===== config.mk =====
export PLATFORM = sky130hd
export DESIGN_NAME = spis
export DESIGN_NICKNAME = d
export VERILOG_FILES = /design/src/rtl/spis.sv
export SDC_FILE = /design/constraint.sdc
export NUM_CORES = 1
export LEC_CHECK = 0
export ABC_AREA = 1
export CAP_MARGIN = 20
export CORE_MARGIN = 3
export CORE_UTILIZATION = 30
export CTS_CLUSTER_DIAMETER = 100
export DETAILED_ROUTE_END_ITERATION = 10
export PLACE_DENSITY = 0.52
export SKIP_LAST_GASP = 1
export SLEW_MARGIN = 20
export SYNTH_ARGS = -nofsm -noshare
export SYNTH_HDL_FRONTEND = slang
export SYNTH_SLANG_ARGS = --single-unit

===== constraint.sdc =====
create_clock -name clk -period 4.85 [get_ports clk]
set_input_delay 0.7275 -clock clk [delete_from_list [all_inputs] [get_ports clk]]
set_output_delay 0.7275 -clock clk [all_outputs]
set_load 0.03 [all_outputs]

===== src/rtl/spis.sv =====
// spis: SPI mode-0 subordinate with one buffered frame per direction and a two-register bus port.
// All pins are synchronized; miso/miso_oe update three clocks after the pin edge that causes them.
module spis (
  input  logic        clk,
  input  logic        rst,
  input  logic        stb,
  input  logic        we,
  input  logic        addr,
  input  logic [31:0] data_in,
  output logic [31:0] data_out,
  output logic        ack,
  input  logic        cs_n,
  input  logic        sclk,
  input  logic        mosi,
  output logic        miso,
  output logic        miso_oe
);
  localparam logic [31:0] IDLE_FILL = 32'hFFFF_FFFF;
  logic [2:0] cs_q, sclk_q;
  logic [1:0] mosi_q, settle_q;
  logic armed_q, armed_d, active_q, active_d, reload_q, reload_d;
  logic [2:0] ctrl_q, ctrl_d, lat_q, lat_d, lw;
  logic [5:0] cnt_q, cnt_d;
  logic [31:0] tx_q, tx_d, tx_sh_q, tx_sh_d, rx_sh_q, rx_sh_d, rx_q, rx_d, wire_tx, rx_next, status;
  logic tx_full_q, tx_full_d, rx_valid_q, rx_valid_d, ovr_q, ovr_d, udr_q, udr_d, miso_q, miso_d;
  logic sel, desel, rise, fall, load, done, rd_rx, wr_tx, wr_ctl, clr;

  function automatic logic [5:0] nbits(input logic [1:0] w);
    return w == 2'b01 ? 6'd32 : w == 2'b10 ? 6'd16 : 6'd8;
  endfunction

  function automatic logic [31:0] bswap(input logic [31:0] v);
    return {v[7:0], v[15:8], v[23:16], v[31:24]};
  endfunction

  // Wire order is left-aligned: bit 31 goes out first. c = {msbytefirst, width}.
  function automatic logic [31:0] to_wire(input logic [31:0] v, input logic [2:0] c);
    return c[2] ? v << (6'd32 - nbits(c[1:0])) : bswap(v);
  endfunction

  function automatic logic [31:0] from_wire(input logic [31:0] v, input logic [2:0] c);
    logic [31:0] a;
    a = v << (6'd32 - nbits(c[1:0]));
    return c[2] ? a >> (6'd32 - nbits(c[1:0])) : bswap(a);
  endfunction

  assign sel = armed_q & cs_q[2] & ~cs_q[1];
  assign desel = ~cs_q[2] & cs_q[1];
  assign rise = active_q & sclk_q[1] & ~sclk_q[2];
  assign fall = active_q & ~sclk_q[1] & sclk_q[2];
  assign load = sel | (fall & reload_q);
  assign lw = sel ? ctrl_q : lat_q;
  assign wire_tx = to_wire(tx_full_q ? tx_q : IDLE_FILL, lw);
  assign rx_next = (rx_sh_q << 1) | {31'b0, mosi_q[1]};
  assign done = rise & (cnt_q + 6'd1 == nbits(lat_q[1:0]));
  assign rd_rx = stb & ~we & ~addr;
  assign wr_tx = stb & we & ~addr;
  assign wr_ctl = stb & we & addr;
  assign clr = wr_ctl & data_in[7];
  assign status = {27'b0, udr_q, ovr_q, ~cs_q[1], ~tx_full_q, rx_valid_q};
  assign data_out = (stb & ~we) ? (addr ? status : rx_q) : '0;
  assign ack = stb;
  assign miso = miso_q;
  assign miso_oe = active_q;

  always_comb begin
    // A select only counts once cs_n has been seen high after reset.
    armed_d = armed_q | (settle_q[1] & cs_q[1]);
    active_d = sel | (active_q & ~desel);
    lat_d = sel ? ctrl_q : lat_q;
    ctrl_d = wr_ctl ? data_in[6:4] : ctrl_q;
    tx_d = wr_tx ? data_in : tx_q;
    tx_full_d = wr_tx | (tx_full_q & ~load);
    tx_sh_d = load ? wire_tx : fall ? tx_sh_q << 1 : tx_sh_q;
    miso_d = load ? wire_tx[31] : fall ? tx_sh_q[30] : miso_q;
    rx_sh_d = rise ? rx_next : rx_sh_q;
    cnt_d = (sel | desel | done) ? 6'd0 : rise ? cnt_q + 6'd1 : cnt_q;
    reload_d = ~sel & ~desel & (done | (reload_q & ~fall));
    rx_d = done ? from_wire(rx_next, lat_q) : rx_q;
    rx_valid_d = done | (rx_valid_q & ~rd_rx);
    ovr_d = (done & rx_valid_q & ~rd_rx) | (ovr_q & ~clr);
    udr_d = (load & ~tx_full_q) | (udr_q & ~clr);
  end

  always_ff @(posedge clk) begin
    if (rst) begin
      cs_q <= '1;
      sclk_q <= '0;
      mosi_q <= '1;
      settle_q <= '0;
      armed_q <= 1'b0;
      active_q <= 1'b0;
      reload_q <= 1'b0;
      ctrl_q <= '0;
      lat_q <= '0;
      cnt_q <= '0;
      tx_q <= '0;
      tx_full_q <= 1'b0;
      tx_sh_q <= IDLE_FILL;
      rx_sh_q <= '0;
      rx_q <= '0;
      rx_valid_q <= 1'b0;
      ovr_q <= 1'b0;
      udr_q <= 1'b0;
      miso_q <= 1'b1;
    end else begin
      cs_q <= {cs_q[1:0], cs_n};
      sclk_q <= {sclk_q[1:0], sclk};
      mosi_q <= {mosi_q[0], mosi};
      settle_q <= {settle_q[0], 1'b1};
      armed_q <= armed_d;
      active_q <= active_d;
      reload_q <= reload_d;
      ctrl_q <= ctrl_d;
      lat_q <= lat_d;
      cnt_q <= cnt_d;
      tx_q <= tx_d;
      tx_full_q <= tx_full_d;
      tx_sh_q <= tx_sh_d;
      rx_sh_q <= rx_sh_d;
      rx_q <= rx_d;
      rx_valid_q <= rx_valid_d;
      ovr_q <= ovr_d;
      udr_q <= udr_d;
      miso_q <= miso_d;
    end
  end
endmodule


## After elaboration in Yosys (flattened, before gate mapping)

Cells that the tools add are included.

| word-level totals | value |
|---|---|
| register bits | 156 |
| word-level logic and storage cells | 99 |
| input bits | 40 |
| output and inout bits | 35 |

| operators by class | value |
|---|---|
| shift operators | 3 |
| $add $sub $neg | 3 |
| bitwise logic cells | 51 |
| mux-type cells | 15 |
| equality and inequality tests | 5 |
| reductions and logical operators | 2 |

Operators with widths:

| operator | count |
|---|---|
| 2-to-1 mux 32 bit | 5 |
| << shifter 32 x 6 -> 32 bit | 2 |
| 2-to-1 mux 31 bit | 2 |
| OR 32 x 1 -> 32 bit | 1 |
| >> shifter 32 x 6 -> 32 bit | 1 |
| bitwise AND 1 bit | 27 |
| NOT 1 bit | 13 |
| 2-to-1 mux 6 bit | 2 |
| subtractor 6 bit (first input constant) | 2 |
| 2-to-1 mux 5 bit | 2 |
| OR 1 bit | 10 |
| adder 6 x 1 -> 6 bit (second input constant) | 1 |
| equality test 6 bit | 1 |
| equality test 2 x 1 -> 1 bit (second input constant) | 2 |
| equality test 2 bit (second input constant) | 2 |
| 2-to-1 mux 1 bit | 3 |
| 2-to-1 mux 3 bit | 1 |
| nonzero test 2 bit | 1 |
| OR reduction 2 bit | 1 |

## Longest topological paths before layout

| depth | value |
|---|---|
| depth after elaboration | 10 |
| mapped depth | 16 |
| gate-level depth less buffers | 16 |

## Least setup slack after synthesis

No wires, ideal clock.

| timing path | value |
|---|---|
| kind | input-to-output |
| start | input port stb |
| end | output port data_out[14] |
| arrival time | 1.882 ns |
| stages | 6 |
| buffers on the path | 2 |
| slack | 2.241 ns |
| path through | inv_1 nor2_1 nand2_1 clkbuf_1 clkbuf_1 nor2_1 |

| on the way | value |
|---|---|
| word-level cells in the longest chain between the ends | 2 |

Ends and longest elaborated chain:

| what | line | RTL |
|---|---|---|
| from (decl) | 6 | `input logic stb,` |
| bitwise AND 1 bit | 61 | `assign data_out = (stb & ~we) ? (addr ? status : rx_q) : '0;` |
| 2-to-1 mux 32 bit | 61 |  |
| to (decl) | 10 | `output logic [31:0] data_out,` |

Every way passes these cells.

## Worst setup path after layout

| timing path | value |
|---|---|
| start | input port stb |
| end | output port data_out[13] |

The elaborated chain is that of the path after synthesis.

==> summary.txt <==
Clocking
  • CTS tree: built
  • Clock buffer count from CTS: 17
  • Clock root cell: clkbuf_16
  • Hold_buf cts: 0
  • CTS H-tree depth: 4
  • TritonCTS Sinks: 156
  • Maximum buffer depth of the clock tree: 2
  • Worst-Skew Late Latency: 440 ps
  • Worst-path clk slew: 70 ps
  • Post-CTS resize count: 0
  • Post-CTS Setup Inserts: 0

Timing
  • Clock Skews: 12.1 ps
  • Setup TNS: 0 ps
  • Final hold violation count: 0
  • Final worst path period need: 4050 ps
  • Measured slew at the worst slew-check pin: 905 ps
  • RSZ-0062 raised after global routing: false
  • Max Fclk: 247 MHz
  • Tcrit/Tclk final: 83.5%
  • Final setup fails: 0
  • Max transition margin: 39.4%
  • Pins over their slew limit: 0

Routing
  • Via Count: 8,410
  • Metal-1 WL: 12.0 mm
  • Iter 0 DRT Violations: 637
  • Routed wl met2: 12.0 mm
  • Wire per inst: 14.8 um
  • Wirelength, routed: 25.6 mm
  • Vias per inst: 4.85
  • Met3 WL: 1.10 mm
  • DRT antenna net count: 0
  • DRC viols: 0
  • Detailed Routing Iterations Pass 1: 5
  • Highest routed layer: met4

Yosys
  • Syn_nets: 1,372
  • Top cell type by total area after synthesis: dfxtp_1
  • Yosys Warn Count: 0
  • Synthesized flop and latch total: 156
  • Sequential share of the synthesized area: 37.4%
  • Netlist cell types: 37
  • Mapped Cells: 1,325
  • Synth top area share: 37.4%
  • Synth area leaders: dfxtp_1, nand2_1, nor2_1
  • Post-Syn Area per Cell: 6.30 sq um
  • Syn Std Cell Area: 8350 sq um

Critical path
  • Setup crit end kind: output port
  • Crit-path max FO: 20
  • Data arrival, critical path: 3320 ps
  • Worst setup SP type: input port
  • CP required: 4120 ps
  • Crit Path Class: in2out

GRT
  • First-pass GRT wire length: 42.4 mm
  • Vias in the first global route: 8,099
  • Largest net degree at the start of global routing: 89
  • GRT Residual Overflow: 0
  • GRT Resource Usage Total: 17.1%
  • Initial antenna violation count: 0

Flow run
  • Maxcap violations: 0

Final layout
  • Area added between synthesis and finish: 18.5%
  • Most frequent cells in the layout: nand2_1, nor2_1, dfxtp_1
  • Final Util: 36.4%
  • Number of diodes: 0
  • Layout cells sized above 1: 5.14%
  • Layout Nets: 1,397
  • Fill cells: 3,036
  • Commonest non-fill, non-tap cell in the layout: nand2_1

Hold path
  • HP Class: reg2reg

Floorplanning
  • Site Rows: 60
  • Initial core utilization: 30.7%
  • Core area: 27,200 sq um
  • Width of the die: 173 um
  • Total Die Area: 29,900 sq um
  • Die Y: 173 um
  • Top-level I/O count: 75

Place
  • Detail Placement HPWL: 17.2 mm
  • Port Buf Inserts: 74
  • GP Congestion: 0.857

Power and ir drop
  • VDD IR max: 0.221 mV
  • Leak pwr: 4.31 nW
  • Cell-internal power: 2.14 mW
  • Power per standard cell area: 299 nW/um^2
  • Psw: 0.824 mW
  • Switching portion of total power: 27.8%
  • Power share of the combinational group: 7.5%
  • Power share of the clock group: 47.8%
  • Flop pwr share: 44.6%

Status
  • Outcome: finished, final reports clean
[per-layer routing]
layer	vias to the layer above	track usage, %
met5	-	0
met4	0	4.97
met3	31	3.34
met2	193	28.8
met1	3845	22.4
li1	4341	-
[power by group through the flow]
stage / Combinational (mW) / Sequential [mW] / Clock (mW)
after floorplan: 0.142 / 1.35 / 0
after global placement: 0.223 / 1.35 / 0
after detailed placement: 0.223 / 1.35 / 0
after CTS: 0.224 / 1.32 / 1.45
after global routing: 0.251 / 1.32 / 1.49
final: 0.223 / 1.32 / 1.42
[sequential cells by signal, summed over array words and instances (netlist names), 2 cells and up]
signal / count
rx_sh_q: 31
sclk_q: 3
rx_q: 32
lat_q: 3
tx_q: 32
mosi_q: 2
cs_q: 3
tx_sh_q: 31
settle_q: 2
ctrl_q: 3
cnt_q: 6
[critical path, cell delays in order]
cell and delay (ps):
clkdlybuf4s50_1 490, inv_1 50, nor2_1 510, nand2_1 590, nor2_1 250, clkdlybuf4s50_1 700
[logic make-up after synthesis]
kind of cell / after synthesis / share of synthesized area, %
AND/OR/NAND/NOR: 699 / 34.6
AO/OA/AOI/OAI: 267 / 17.3
buffers and inverters: 196 / 9.63
flip-flops: 156 / 37.4
adder cells (fa/ha/maj): 7 / 1.05
[Yosys cell counts, drive strengths merged]
library cell / count
a211oi: 2
a21boi: 1
a21oi: 91
a22oi: 8
a31oi: 3
buf: 34
clkbuf: 45
clkinv: 4
dfxtp: 156
ha: 7
inv: 113
nand2: 375
nand3: 104
nand3b: 1
nand4: 20
nor2: 192
nor3: 1
o2111ai: 3
o211ai: 10
o21ai: 133
o21bai: 6
o221ai: 2
o22ai: 8
or2: 6
[stage by stage]
| stage | std cells | total power, mW | cell area (sq um) | setup slack [ps] | hold WS [ps] |
|---|---|---|---|---|---|
| 2_1_floorplan | 1325 | 1.49 | 8350 | 2240 | 388 |
| 3_3_place_gp | 1703 | 1.57 | 9280 | 776 | 392 |
| 3_5_place_dp | 1703 | 1.57 | 9280 | 735 | 394 |
| 4_1_cts | 1735 | 2.99 | 9890 | 730 | 408 |
| 5_1_grt | 1735 | 3.07 | 9890 | 573 | 423 |
| 6_report | 1735 | 2.96 | 9890 | 798 | 402 |
[cell type report]
class	instances	area [sq um]	share of cell area [%]
clock buffers	17	425	4.30
inverters	117	440	4.45
multi-input cells	973	4420	44.7
well taps	372	465	4.70
flip-flops and latches	156	3120	31.6
clock inverters	15	191	1.93
repair buffers	85	823	8.32
[path summary, 6_finish.rpt]
path,start,end,slack (ps),depth (start not counted)
worst max-delay path,stb,data_out[13],800,6
worst min-delay path,mosi_q[0],mosi_q[1],400,1
worst max register to register,cs_q[1],tx_sh_q[16],1660,13
worst min register to register,mosi_q[0],mosi_q[1],400,1
No activity file was read; power rests on OpenSTA's default activity.
